===== src/rtl/rs_fifo8_sp_if.sv =====
// rs_fifo8_sp_if: byte handshake bundle for the rs_fifo8_sp FIFO.
// The producer side (push) and consumer side (pop) share one interface.
// master = the environment driving pushes and accepting pops.
// slave  = the FIFO itself.
interface rs_fifo8_sp_if;
    logic [7:0] inData;
    logic       inValid;
    logic       inReady;
    logic [7:0] outData;
    logic       outValid;
    logic       outReady;
    logic [7:0] fill;

    modport master (
        output inData,
        output inValid,
        output outReady,
        input  inReady,
        input  outData,
        input  outValid,
        input  fill
    );

    modport slave (
        input  inData,
        input  inValid,
        input  outReady,
        output inReady,
        output outData,
        output outValid,
        output fill
    );
endinterface


===== src/rtl/rs_fifo8_sp.sv =====
// rs_fifo8_sp: 8-bit valid/ready FIFO around one single-port,
// synchronous-read memory (maps onto RS_RAM8).
// Pointer and count arithmetic is plain 8-bit add/sub so it lands on
// RS_ADD8 / RS_DFF8 / RS_MUX8.
// Optional build macro RS_FIFO8_BYPASS_EN: when the FIFO is completely
// empty, a push loads the output register directly (one-cycle latency)
// and skips the memory. Without the macro every word goes through memory.
module rs_fifo8_sp #(
    parameter int DEPTH_LOG2 = 4,
    localparam int DEPTH = 1 << DEPTH_LOG2
) (
    input  logic          i_clk,
    input  logic          i_rst,
    rs_fifo8_sp_if.slave  io_fifo
);

    localparam int               PTR_W   = DEPTH_LOG2;
    localparam logic [PTR_W-1:0] PTR_ONE = PTR_W'(1);
    localparam logic [7:0]       DEPTH8  = 8'(DEPTH);

    logic [7:0]       r_mem [DEPTH];
    logic [PTR_W-1:0] r_wrPtr;
    logic [PTR_W-1:0] r_rdPtr;
    logic [7:0]       r_memCnt;
    logic             r_rdPend;
    logic [7:0]       r_rdData;
    logic             r_outValid;
    logic [7:0]       r_outData;
    logic [7:0]       r_fill;

    logic             w_doRead;
    logic             w_inReady;
    logic             w_doWrite;
    logic             w_pop;
    logic             w_bypass;
    logic             w_memWrite;
    logic [PTR_W-1:0] w_memAddr;
    logic [7:0]       w_memCntNext;
    logic             w_rdPendNext;
    logic             w_outValidNext;
    logic [7:0]       w_outDataNext;
    logic [7:0]       w_fillNext;

    // Arbitration only looks at registered state, so OUT_READY never
    // reaches IN_READY combinationally; a read always wins the port.
    assign w_doRead  = (r_memCnt != 8'd0) && !r_rdPend && !r_outValid;
    assign w_inReady = !i_rst && (r_memCnt != DEPTH8) && !w_doRead;
    assign w_doWrite = io_fifo.inValid && w_inReady;
    assign w_pop     = r_outValid && io_fifo.outReady;

`ifdef RS_FIFO8_BYPASS_EN
    // An otherwise empty FIFO (output free or being freed) sends the
    // pushed byte straight to the output register.
    assign w_bypass = w_doWrite && (r_memCnt == 8'd0) && !r_rdPend
                      && (!r_outValid || w_pop);
`else
    assign w_bypass = 1'b0;
`endif

    assign w_memWrite = w_doWrite && !w_bypass;
    assign w_memAddr  = w_doRead ? r_rdPtr : r_wrPtr;

    // Next-state values for the counters and the output stage.
    always_comb begin
        w_memCntNext = r_memCnt;
        if (w_memWrite) begin
            w_memCntNext = r_memCnt + 8'd1;
        end else if (w_doRead) begin
            w_memCntNext = r_memCnt - 8'd1;
        end

        w_rdPendNext = w_doRead;

        w_outValidNext = r_outValid;
        if (w_pop) begin
            w_outValidNext = 1'b0;
        end
        if (r_rdPend || w_bypass) begin
            w_outValidNext = 1'b1;
        end

        w_outDataNext = r_outData;
        if (r_rdPend) begin
            w_outDataNext = r_rdData;
        end
`ifdef RS_FIFO8_BYPASS_EN
        if (w_bypass) begin
            w_outDataNext = io_fifo.inData;
        end
`endif

        w_fillNext = w_memCntNext + {7'd0, w_rdPendNext} + {7'd0, w_outValidNext};
    end

    // Single-port memory: one write or one registered read per cycle.
    always_ff @(posedge i_clk) begin
        if (w_memWrite) begin
            r_mem[w_memAddr] <= io_fifo.inData;
        end else begin
            r_rdData <= r_mem[w_memAddr];
        end
    end

    // Pointers, occupancy and the registered output stage.
    always_ff @(posedge i_clk) begin
        if (i_rst) begin
            r_wrPtr    <= '0;
            r_rdPtr    <= '0;
            r_memCnt   <= 8'd0;
            r_rdPend   <= 1'b0;
            r_outValid <= 1'b0;
            r_outData  <= 8'h00;
            r_fill     <= 8'd0;
        end else begin
            if (w_memWrite) begin
                r_wrPtr <= r_wrPtr + PTR_ONE;
            end
            if (w_doRead) begin
                r_rdPtr <= r_rdPtr + PTR_ONE;
            end
            r_memCnt   <= w_memCntNext;
            r_rdPend   <= w_rdPendNext;
            r_outValid <= w_outValidNext;
            r_outData  <= w_outDataNext;
            r_fill     <= w_fillNext;
        end
    end

    assign io_fifo.inReady  = w_inReady;
    assign io_fifo.outData  = r_outData;
    assign io_fifo.outValid = r_outValid;
    assign io_fifo.fill     = r_fill;

endmodule


===== src/flat_wrapper.sv =====
// flat-port wrapper written by rule: the top's interface ports become plain ports
module rs_fifo8_sp_flat 
#(
    parameter int DEPTH_LOG2 = 4,
    localparam int DEPTH = 1 << DEPTH_LOG2
)
  (i_clk, i_rst, io_fifo_inData, io_fifo_inValid, io_fifo_outReady, io_fifo_inReady, io_fifo_outData, io_fifo_outValid, io_fifo_fill);
  rs_fifo8_sp_if io_fifo_i ();
  input  logic i_clk;
  input  logic i_rst;
  input wire logic [$bits(io_fifo_i.inData)-1:0] io_fifo_inData;
  input wire logic [$bits(io_fifo_i.inValid)-1:0] io_fifo_inValid;
  input wire logic [$bits(io_fifo_i.outReady)-1:0] io_fifo_outReady;
  output wire logic [$bits(io_fifo_i.inReady)-1:0] io_fifo_inReady;
  output wire logic [$bits(io_fifo_i.outData)-1:0] io_fifo_outData;
  output wire logic [$bits(io_fifo_i.outValid)-1:0] io_fifo_outValid;
  output wire logic [$bits(io_fifo_i.fill)-1:0] io_fifo_fill;
  assign io_fifo_i.inData = io_fifo_inData;
  assign io_fifo_i.inValid = io_fifo_inValid;
  assign io_fifo_i.outReady = io_fifo_outReady;
  assign io_fifo_inReady = io_fifo_i.inReady;
  assign io_fifo_outData = io_fifo_i.outData;
  assign io_fifo_outValid = io_fifo_i.outValid;
  assign io_fifo_fill = io_fifo_i.fill;
  rs_fifo8_sp #(.DEPTH_LOG2(DEPTH_LOG2)) u_core (.i_clk(i_clk), .i_rst(i_rst), .io_fifo(io_fifo_i));
endmodule

===== config.mk =====
export PLATFORM = sky130hd
export DESIGN_NAME = rs_fifo8_sp_flat
export DESIGN_NICKNAME = d
export VERILOG_FILES = /design/src/rtl/rs_fifo8_sp_if.sv /design/src/rtl/rs_fifo8_sp.sv /design/src/flat_wrapper.sv
export SDC_FILE = /design/constraint.sdc
export NUM_CORES = 1
export LEC_CHECK = 0
export BUFFER_PORTS_ARGS = -buffer_cell sky130_fd_sc_hd__buf_2
export CAP_MARGIN = 10
export CORE_ASPECT_RATIO = 1.5
export CORE_MARGIN = 1.5
export CORE_UTILIZATION = 36
export DETAILED_ROUTE_END_ITERATION = 10
export PLACE_DENSITY = 0.55
export SYNTH_ARGS = -nofsm -noshare
export SYNTH_HDL_FRONTEND = slang
export SYNTH_SLANG_ARGS = --single-unit

===== constraint.sdc =====
create_clock -name i_clk -period 7 [get_ports i_clk]
set_input_delay 1.75 -clock i_clk [delete_from_list [all_inputs] [get_ports i_clk]]
set_output_delay 1.75 -clock i_clk [all_outputs]
set_load 0.01 [all_outputs]

==> impl_metrics.tcl <==
set metrics [dict create \
    outcome "completed" \
    maxSlewHeadroom_pct 19.7 \
    n_antenna_cell 0 \
    rr_startpoint "u_core.r_memCnt[1]" \
    area_growth_pct 12.4 \
    max_freq_ghz 0.223 \
    r2r_setup_slack_ns 2.55 \
    rows 62 \
    grt_start_max_net_pins 47 \
    synth-adder-area-share_pct 1.18 \
    start_kind "primary input" \
    drc 0 \
    p_sw_w 0.00104 \
    finalWirelength_um 14900 \
    synth_xor_area_share_pct 0.873 \
    gr-total-overflow 0 \
    antenna_found_initial 0 \
    hold_viol 0 \
    clockBufferDepth 2 \
    cts-root-buf "clkbuf_16" \
    cts.sinks 170 \
    hold_buffers 0 \
    start_util_pct 36.7 \
    p_clk_share_pct 26.8 \
    cts_resized 0 \
    internal-power_w 0.00212 \
    critical_path_class "primary input to register" \
    synth_edf_count 136 \
    peakVddDrop_v 0.000149 \
    synthesis.area_um2 7030 \
    dieArea_um2 20400 \
    p_seq_share_pct 41.6 \
    fin_crit_ns 4.48 \
    grt.total_usage_pct 15.5 \
    combPwrFrac_pct 31.6 \
    synth_top_family_by_area "multiplexers" \
    ff2ff_path_depth 10 \
    hp-start "u_core.r_rdData[5]" \
    setup_violations 0 \
    place_area_um2 7360 \
    p_leak_nw 3.02 \
    finalSetupTns_ns 0 \
    synth.ff_latch_count 170 \
    routedWlPerCell_um 19.1 \
    port_buffers 29 \
    synth-simple-area-share_pct 9.74 \
    grt_first_pass_wirelength_um 22900 \
    skew_ns 0.00713 \
    syn-num-nets 503 \
    fin_util_pct 41.2 \
    chipHeight_um 174 \
    r2r-end "u_core.r_rdData[0]" \
    dr.pass1.iters 5 \
    hpwl_um 10800 \
    end_kind "register" \
    cts_max_level 4 \
    synth-async-reset-ratio_pct 0 \
    cts_setup_buffers 0 \
    postRouteAntennaNets 0 \
    critical_path.max_fanout 38 \
    vias_per_cell 5.13 \
    rsz0062_at_grt "no" \
    gp_congestion 0.825 \
    p_per_area_nw_per_um2 400 \
    core_um2 19200 \
    grt_pass1_vias 4118 \
    tightest_slew_ns 1.18 \
    cp.arrival_ns 4.78 \
    synth-compound-area-share_pct 5.66 \
    max_cap_viol_count 0 \
    clk_pin_slew_worst_paths_ns 0.06 \
    netlist_instances 485 \
    ys.flop_type "edfxtp_1" \
    swShare_pct 32.9 \
    ioPinCount 30 \
    hold_path_depth 2 \
    holdCritPathClass "register to register" \
    cts_buffers 17 \
    cp.required_ns 7.30 \
    fin_crit_sh_pct 64.0 \
    slew_viol_final 0 \
    final_layout_size_suffix_gt1_share_pct 13.6 \
    final_net_count 529 \
    vias 3998 \
    seq_area_frac_synth_pct 67.8 \
    synthMuxAreaShare_pct 11.8 \
    final_cell_area_um2 7900 \
    drt_iter0_drc 186 \
    syn_area_per_cell_um2 14.5 \
    synth-warning-count 0 \
    holdPathEnd "u_core.io_fifo.outData[5]" \
    clock_latency_ns 0.42 \
    ys_types 57 \
    cts_tree "built" \
    chipWidth_um 117 \
]
[synth_stat cells, types with 3 or more instances]
master,instances,area share (%)
edfxtp_1,136,58
mux2i_1,75,11
nor2_1,50,2.7
dfxtp_1,34,9.7
o22ai_1,33,2.9
nor3_1,17,1.2
nand2_1,11,0.59
or4_1,10,1.1
inv_1,8,0.43
buf_6,6,0.96
clkbuf_1,6,0.32
nor2b_1,6,0.53
a21oi_1,5,0.36
ha_1,5,0.89
nand2b_1,5,0.45
nor4_1,5,0.45
or3_1,5,0.45
buf_1,4,0.21
or2_2,4,0.36
xnor2_1,4,0.50
clkbuf_2,3,0.21
mux2_2,3,0.48
nand3_1,3,0.21
nand4_1,3,0.27
o21a_1,3,0.32
xor2_1,3,0.37
[cells by family (layout without fill, tap and decap cells)]
logic type / count (synthesis) / after routing
AND/OR/NAND/NOR: 130 / 130
adder cells (fa/ha/maj): 6 / 6
AO/OA/AOI/OAI: 59 / 59
buffers and inverters: 32 / 70
multiplexers: 81 / 81
XOR/XNOR: 7 / 7
flip-flops: 170 / 170
[worst max path at each step]
stage,startpoint,to
3_3_place_gp,i_rst,u_core.io_fifo.fill[7]
2_1_floorplan,i_rst,u_core.io_fifo.fill[7]
3_5_place_dp,i_rst,u_core.io_fifo.fill[7]
6_report,i_rst,u_core.io_fifo.fill[7]
4_1_cts,u_core.r_memCnt[1],u_core.r_rdData[5]
5_1_grt,i_rst,u_core.io_fifo.fill[7]
[critical path: stages]
cell and delay, ns:
buf_2 0.31, nand2b_1 0.26, nor3_1 0.58, nor2_1 0.12
xnor2_1 0.18, fa_1 0.47, or3_1 0.40, nor4b_1 0.35
mux2_1 0.35
[per-layer routing]
metal  part of all wire [%]  vias to the layer above  routed length [um]  global-route usage [%]
met5                      0                        -                   0                       0
met4                    4.3                        0                 637                    8.03
met3                    3.9                       34                 575                    3.38
met2                     53                      110                7890                    27.3
met1                     39                     1948                5790                    17.1
li1                       -                     1906                   -                       -
[power groups by stage]
| stage | clock (W) | combinational (W) | sequential, W |
|---|---|---|---|
| 5_1_grt | 0.000904 | 0.00109 | 0.00133 |
| 2_1_floorplan | 0 | 0.000782 | 0.00131 |
| 3_5_place_dp | 0 | 0.00100 | 0.00134 |
| 3_3_place_gp | 0 | 0.000992 | 0.00133 |
| 4_1_cts | 0.000864 | 0.00101 | 0.00131 |
| 6_report | 0.000845 | 0.000997 | 0.00131 |
[cells in the final DEF (no fill, tap or decap), drive strengths merged, types with 4 or more instances in the layout]
master    count
edfxtp      136
mux2i        77
nor2         50
dfxtp        34
o22ai        33
buf          30
clkbuf       20
nor3         17
nand2        11
inv          11
or4          10
clkinvlp      7
or2           7
nor2b         6
or3           5
nand2b        5
a21oi         5
nor4          5
ha            5
xnor2         4
mux2          4
[final cells by class]
class,instances,area [um^2]
fill,1797,11300
clock inverter,11,98.8
multi-input combinational,283,2070
inverter,9,46.3
timing repair buffer,30,165
clock buffer,20,437
sequential,170,4760
tap,256,320
[state kept, by name, indices dropped and copies added (netlist names)]
register / flops
u_core.r_mem: 128
u_core.io_fifo.fill: 8
u_core.io_fifo.outData: 8
u_core.r_memCnt: 8
u_core.r_rdData: 8
u_core.r_rdPtr: 4
u_core.r_wrPtr: 4
u_core.io_fifo.outValid: 1
u_core.r_rdPend: 1
[per-stage QoR]
step                worst slack (ns)  total power (W)  instances  hold slack (ns)
finish                          2.52          0.00316        779            0.488
global route                    2.18          0.00332        779            0.533
CTS                             2.48          0.00319        779            0.497
detailed placement              2.10          0.00234        748            0.482
global placement                2.15          0.00232        748            0.470
floorplan                       2.65          0.00209        485            0.457
Power figures use the tool's default switching activity.
